--- config.mk ---
export PLATFORM = sky130hd
export DESIGN_NAME = dmi_req_buffer
export DESIGN_NICKNAME = d
export VERILOG_FILES = /design/src/rtl/dmi_req_buffer.sv
export SDC_FILE = /design/constraint.sdc
export NUM_CORES = 1
export LEC_CHECK = 0
export BUFFER_PORTS_ARGS = -buffer_cell sky130_fd_sc_hd__clkbuf_2
export CAP_MARGIN = 5
export CORE_UTILIZATION = 48
export CTS_BUF_LIST = sky130_fd_sc_hd__clkbuf_4
export DETAILED_ROUTE_END_ITERATION = 10
export PLACE_DENSITY = 0.75
export SKIP_LAST_GASP = 1
export SLEW_MARGIN = 20
export SYNTH_ARGS = -nofsm -noshare
export SYNTH_HDL_FRONTEND = slang
export SYNTH_SLANG_ARGS = --single-unit
--- constraint.sdc ---
create_clock -name clk_i -period 4.8 [get_ports clk_i]
set_clock_uncertainty 0.1 [all_clocks]
set_input_delay 0.24 -clock clk_i [delete_from_list [all_inputs] [get_ports clk_i]]
set_output_delay 0.24 -clock clk_i [all_outputs]
set_load 0.05 [all_outputs]
--- src/rtl/dmi_req_buffer.sv ---
// dmi_req_buffer: N-entry circular buffer on the DMI request path.
// Ports:
//   clk_i, rst_ni                     clock, async active-low reset
//   flush_i                           sync clear of all held entries
//   dmi_req_i/_valid_i/_ready_o       upstream request handshake
//   dmi_req_o/_valid_o/_ready_i       downstream request handshake
//   usage_o, full_o, empty_o          fill level and status flags
// Option: define DMI_REQ_BUF_FALLTHROUGH_EN for zero-latency pass-through
// when the buffer is empty (adds a valid_i -> valid_o path).

package dm;
    typedef struct packed {
        logic [6:0]  addr;
        logic [1:0]  op;
        logic [31:0] data;
    } dmi_req_t;
endpackage

module dmi_req_buffer #(
    parameter int unsigned  DEPTH = 2,
    parameter type          T     = dm::dmi_req_t,
    localparam int unsigned CNT_W = $clog2(DEPTH + 1)
) (
    input  logic             clk_i,
    input  logic             rst_ni,
    input  logic             flush_i,
    input  T                 dmi_req_i,
    input  logic             dmi_req_valid_i,
    output logic             dmi_req_ready_o,
    output T                 dmi_req_o,
    output logic             dmi_req_valid_o,
    input  logic             dmi_req_ready_i,
    output logic [CNT_W-1:0] usage_o,
    output logic             full_o,
    output logic             empty_o
);

    // A one-entry buffer still needs a 1-bit pointer.
    localparam int unsigned      PTR_W    = (DEPTH > 1) ? $clog2(DEPTH) : 1;
    localparam logic [PTR_W-1:0] LAST_PTR = PTR_W'(DEPTH - 1);
    localparam logic [CNT_W-1:0] MAX_CNT  = CNT_W'(DEPTH);

    T                 mem [DEPTH];
    logic [PTR_W-1:0] wr_ptr;
    logic [PTR_W-1:0] rd_ptr;
    logic [CNT_W-1:0] count;
    logic             push;
    logic             pop;
    logic             empty;
    logic             full;

    // Explicit wrap so non-power-of-two depths work.
    function automatic logic [PTR_W-1:0] next_ptr(input logic [PTR_W-1:0] p);
        return (p == LAST_PTR) ? '0 : p + PTR_W'(1);
    endfunction

    assign empty   = (count == '0);
    assign full    = (count == MAX_CNT);
    assign usage_o = count;
    assign full_o  = full;
    assign empty_o = empty;

    // Ready depends only on registered state and flush, never on ready_i.
    assign dmi_req_ready_o = !full && !flush_i;

`ifdef DMI_REQ_BUF_FALLTHROUGH_EN
    logic bypass;

    // Empty buffer forwards the request straight through; it is only
    // stored when downstream does not take it in the same cycle.
    assign bypass          = empty && !flush_i
                             && dmi_req_valid_i && dmi_req_ready_i;
    assign dmi_req_valid_o = !flush_i && (!empty || dmi_req_valid_i);
    assign dmi_req_o       = empty ? dmi_req_i : mem[rd_ptr];
    assign push            = dmi_req_valid_i && dmi_req_ready_o && !bypass;
    assign pop             = !empty && !flush_i && dmi_req_ready_i;
`else
    assign dmi_req_valid_o = !empty && !flush_i;
    assign dmi_req_o       = mem[rd_ptr];
    assign push            = dmi_req_valid_i && dmi_req_ready_o;
    assign pop             = dmi_req_valid_o && dmi_req_ready_i;
`endif

    // Storage is deliberately not reset; only control state is.
    always_ff @(posedge clk_i) begin
        if (push) begin
            mem[wr_ptr] <= dmi_req_i;
        end
    end

    always_ff @(posedge clk_i or negedge rst_ni) begin
        if (!rst_ni) begin
            wr_ptr <= '0;
            rd_ptr <= '0;
            count  <= '0;
        end else if (flush_i) begin
            wr_ptr <= '0;
            rd_ptr <= '0;
            count  <= '0;
        end else begin
            if (push) begin
                wr_ptr <= next_ptr(wr_ptr);
            end
            if (pop) begin
                rd_ptr <= next_ptr(rd_ptr);
            end
            if (push && !pop) begin
                count <= count + CNT_W'(1);
            end else if (pop && !push) begin
                count <= count - CNT_W'(1);
            end
        end
    end

endmodule

==> summary.txt <==
Setup path
  • Sequence of cells on the critical path: mux2_2 > clkbuf_2
  • Crit Path Category: reg -> out
  • Endpoint class of the critical path: output port
  • Crit-path max FO: 42
  • Worst path required time: 4460 ps
  • CP max stage delay: 1020 ps
  • Crit path max-delay cell type: dfrtp_2
  • WP buf/inv: 1
  • Crit start category: register
  • Kind of cell adding the most delay to the critical path: flip-flops
  • Crit path arrival time: 2090 ps

Detailed routing
  • Drt initial violations: 114
  • Final wirelength: 5790 um
  • Wire per inst: 15.3 um
  • Drt first pass iters: 4
  • Vias/cell: 4.85
  • Drt drc: 0
  • Via Count: 1835
  • Final ANT Viol Nets: 0

Floorplanning
  • Die Area: 6970 um2
  • Chip height: 83.5 um
  • # rows: 29
  • Core area: 6390 um2
  • I/O pin cnt: 93
  • Die W: 83.5 um
  • Initial cell density of the core: 49.9%

CTS
  • Clock transition at the registers of the reported paths: 120 ps
  • CTS Sinks: 86
  • Worst skew pair latency: 390 ps
  • H-tree lvl count: 3
  • TritonCTS clock tree: done
  • Quantity of gates resized following cts: 0
  • Cts bufs inserted: 9
  • CTS max path bufs: 2
  • Clk root buf: clkbuf_4

Synthesis
  • Top-count cell post-synth: edfxtp_1
  • Post-synth net total: 200
  • Top cells by area, synth: edfxtp_1 77%, mux2_2 14%, dfrtp_1 3.1%
  • Ys async rst share: 4.65%
  • Number of synthesized flops with an enable pin: 82
  • Avg Cell Area, Syn: 20.7 um2
  • Synth top area share: 77.2%
  • Mapped Cells: 154
  • Yosys warns: 0
  • FF+latch count, synth: 86
  • Synth area leader: edfxtp_1
  • Main synth FF type: edfxtp_1
  • Seq/Total Area, Yosys: 80.4%
  • Post-synth cell types: 19
  • Post-synth top cells: 82 x edfxtp_1, 41 x mux2_2, 5 x buf_2
  • Cell area after synthesis: 3190 um2

Timing
  • RSZ-0062 raised after global routing: no
  • Final worst path period need: 2430 ps
  • Final Hold Fails: 0
  • TNS Setup: 0 ps
  • Tcrit/Tclk final: 50.7%
  • Least-Margin Pin Slew: 1040 ps
  • Final Max Tran Viols: 0
  • Max frequency: 411 MHz
  • Rel. slew slack: 30.1%
  • Hold Worst Slack: 95.2 ps
  • # setup viols final: 0

Run status
  • Status: finished, final reports clean

Place
  • Port bufs: 92
  • Detailed placement HPWL: 3480 um
  • Routability cong.: 0.741

GRT
  • Initial antenna violation count: 0
  • GRT Residual Overflow: 0
  • Pin count of the biggest net entering global routing: 43
  • Gr usage total: 17.6%
  • Vias in the first global route: 1925
  • First-pass GRT wire length: 9260 um

Final layout
  • # diodes: 0
  • Layout cells sized above 1: 52.2%
  • Nets: 342
  • Area growth from synthesis to layout: 36.0%

Pwr
  • Leak: 1.66 nW
  • VDD IR-drop max: 0.000205 V
  • Power Dens Cells: 364 nW/um2

Run
  • Max Cap Viol: 0

Min path
  • Hold Path Class: in -> async
[power by group]
part	leakage (nW)	switching, mW	internal [mW]
sequential	0.804	0.0199	0.852
combinational	0.771	0.170	0.0921
clock	0.0864	0.228	0.217
total	1.66	0.417	1.16
[state kept, by name, indices dropped and copies added, names as in the netlist]
register,count
usage_o,2
wr_ptr,1
rd_ptr,1
mem,82
[path summary, 6_finish.rpt]
kind,from,end,slack [ps],cells past startpoint
worst max-delay path,rd_ptr,dmi_req_o[10],2370,2
worst min-delay path,rst_ni,wr_ptr,100,2
worst max register to register,usage_o[1],mem[0][17],2430,3
worst min register to register,wr_ptr,wr_ptr,520,2
max in group asynchronous,rst_ni,rd_ptr,4350,2
min in group clk_i,dmi_req_ready_i,usage_o[1],100,3
[metal layers]
metal | GRT usage (%) | wire, um | up-vias
met4 | 9.24 | 156 | 0
met5 | 0 | 0 | -
met1 | 21.1 | 2460 | 872
li1 | - | - | 892
met3 | 2.57 | 179 | 14
met2 | 30.8 | 2990 | 57
[worst reg2reg max path, stage by stage, from the launching register on]
cell     delay (ps)
dfrtp_1         470
nor2b_4         190
nor4_4          790
buf_4           490
[metrics by stage]
stage	util (%)	instances	instance area (um2)	worst slack (ps)	total power, mW
floorplan	-	154	3190	1010	1.06
global placement	58.6	319	3740	2420	1.12
detailed placement	58.6	319	3740	2440	1.12
CTS	67.9	378	4340	2320	1.59
global route	67.9	378	4340	2250	1.64
finish	67.9	378	4340	2370	1.58
[cell families (layout without fill, tap and decap cells)]
| group | count (synthesis) | count (layout) | share of synthesized area (%) |
|---|---|---|---|
| flops | 86 | 86 | 80.4 |
| mux | 42 | 42 | 14.8 |
| simple gates | 11 | 11 | 2.24 |
| compound gates | 8 | 8 | 1.41 |
| buf+inv | 6 | 153 | 0.902 |
| xor+xnor | 1 | 1 | 0.275 |
[cells in the final DEF, fill, tap and decap left out]
master,count
nor4_4,1
mux2_2,41
clkinvlp_4,1
bufinv_16,2
nor2b_4,1
o211ai_1,1
and3b_2,1
xor2_1,1
o21ai_0,2
clkinv_4,1
clkbuf_2,92
o21bai_1,1
mux2i_1,1
clkinv_2,2
inv_2,1
and3_2,1
buf_4,1
a21oi_1,4
clkbuf_4,10
or3_1,1
edfxtp_1,82
or2_2,1
dfrtp_1,3
nor3b_1,1
dfrtp_2,1
dlygate4sd3_1,43
nor2_1,4
[layout make-up]
| class | count | area [um2] |
|---|---|---|
| Clock buffer | 10 | 75.1 |
| Clock inverter | 6 | 86.3 |
| Fill cell | 445 | 2050 |
| Inverter | 1 | 3.75 |
| Multi-Input combinational cell | 62 | 613 |
| Sequential cell | 86 | 2560 |
| Tap cell | 77 | 96.3 |
| Timing Repair Buffer | 136 | 898 |
[what timing repair did]
item,in CTS,in global routing
hold buffers,43,0
endpoints found under the hold margin,90,0
buffers inserted,0,0
Power figures use the tool's default switching activity.
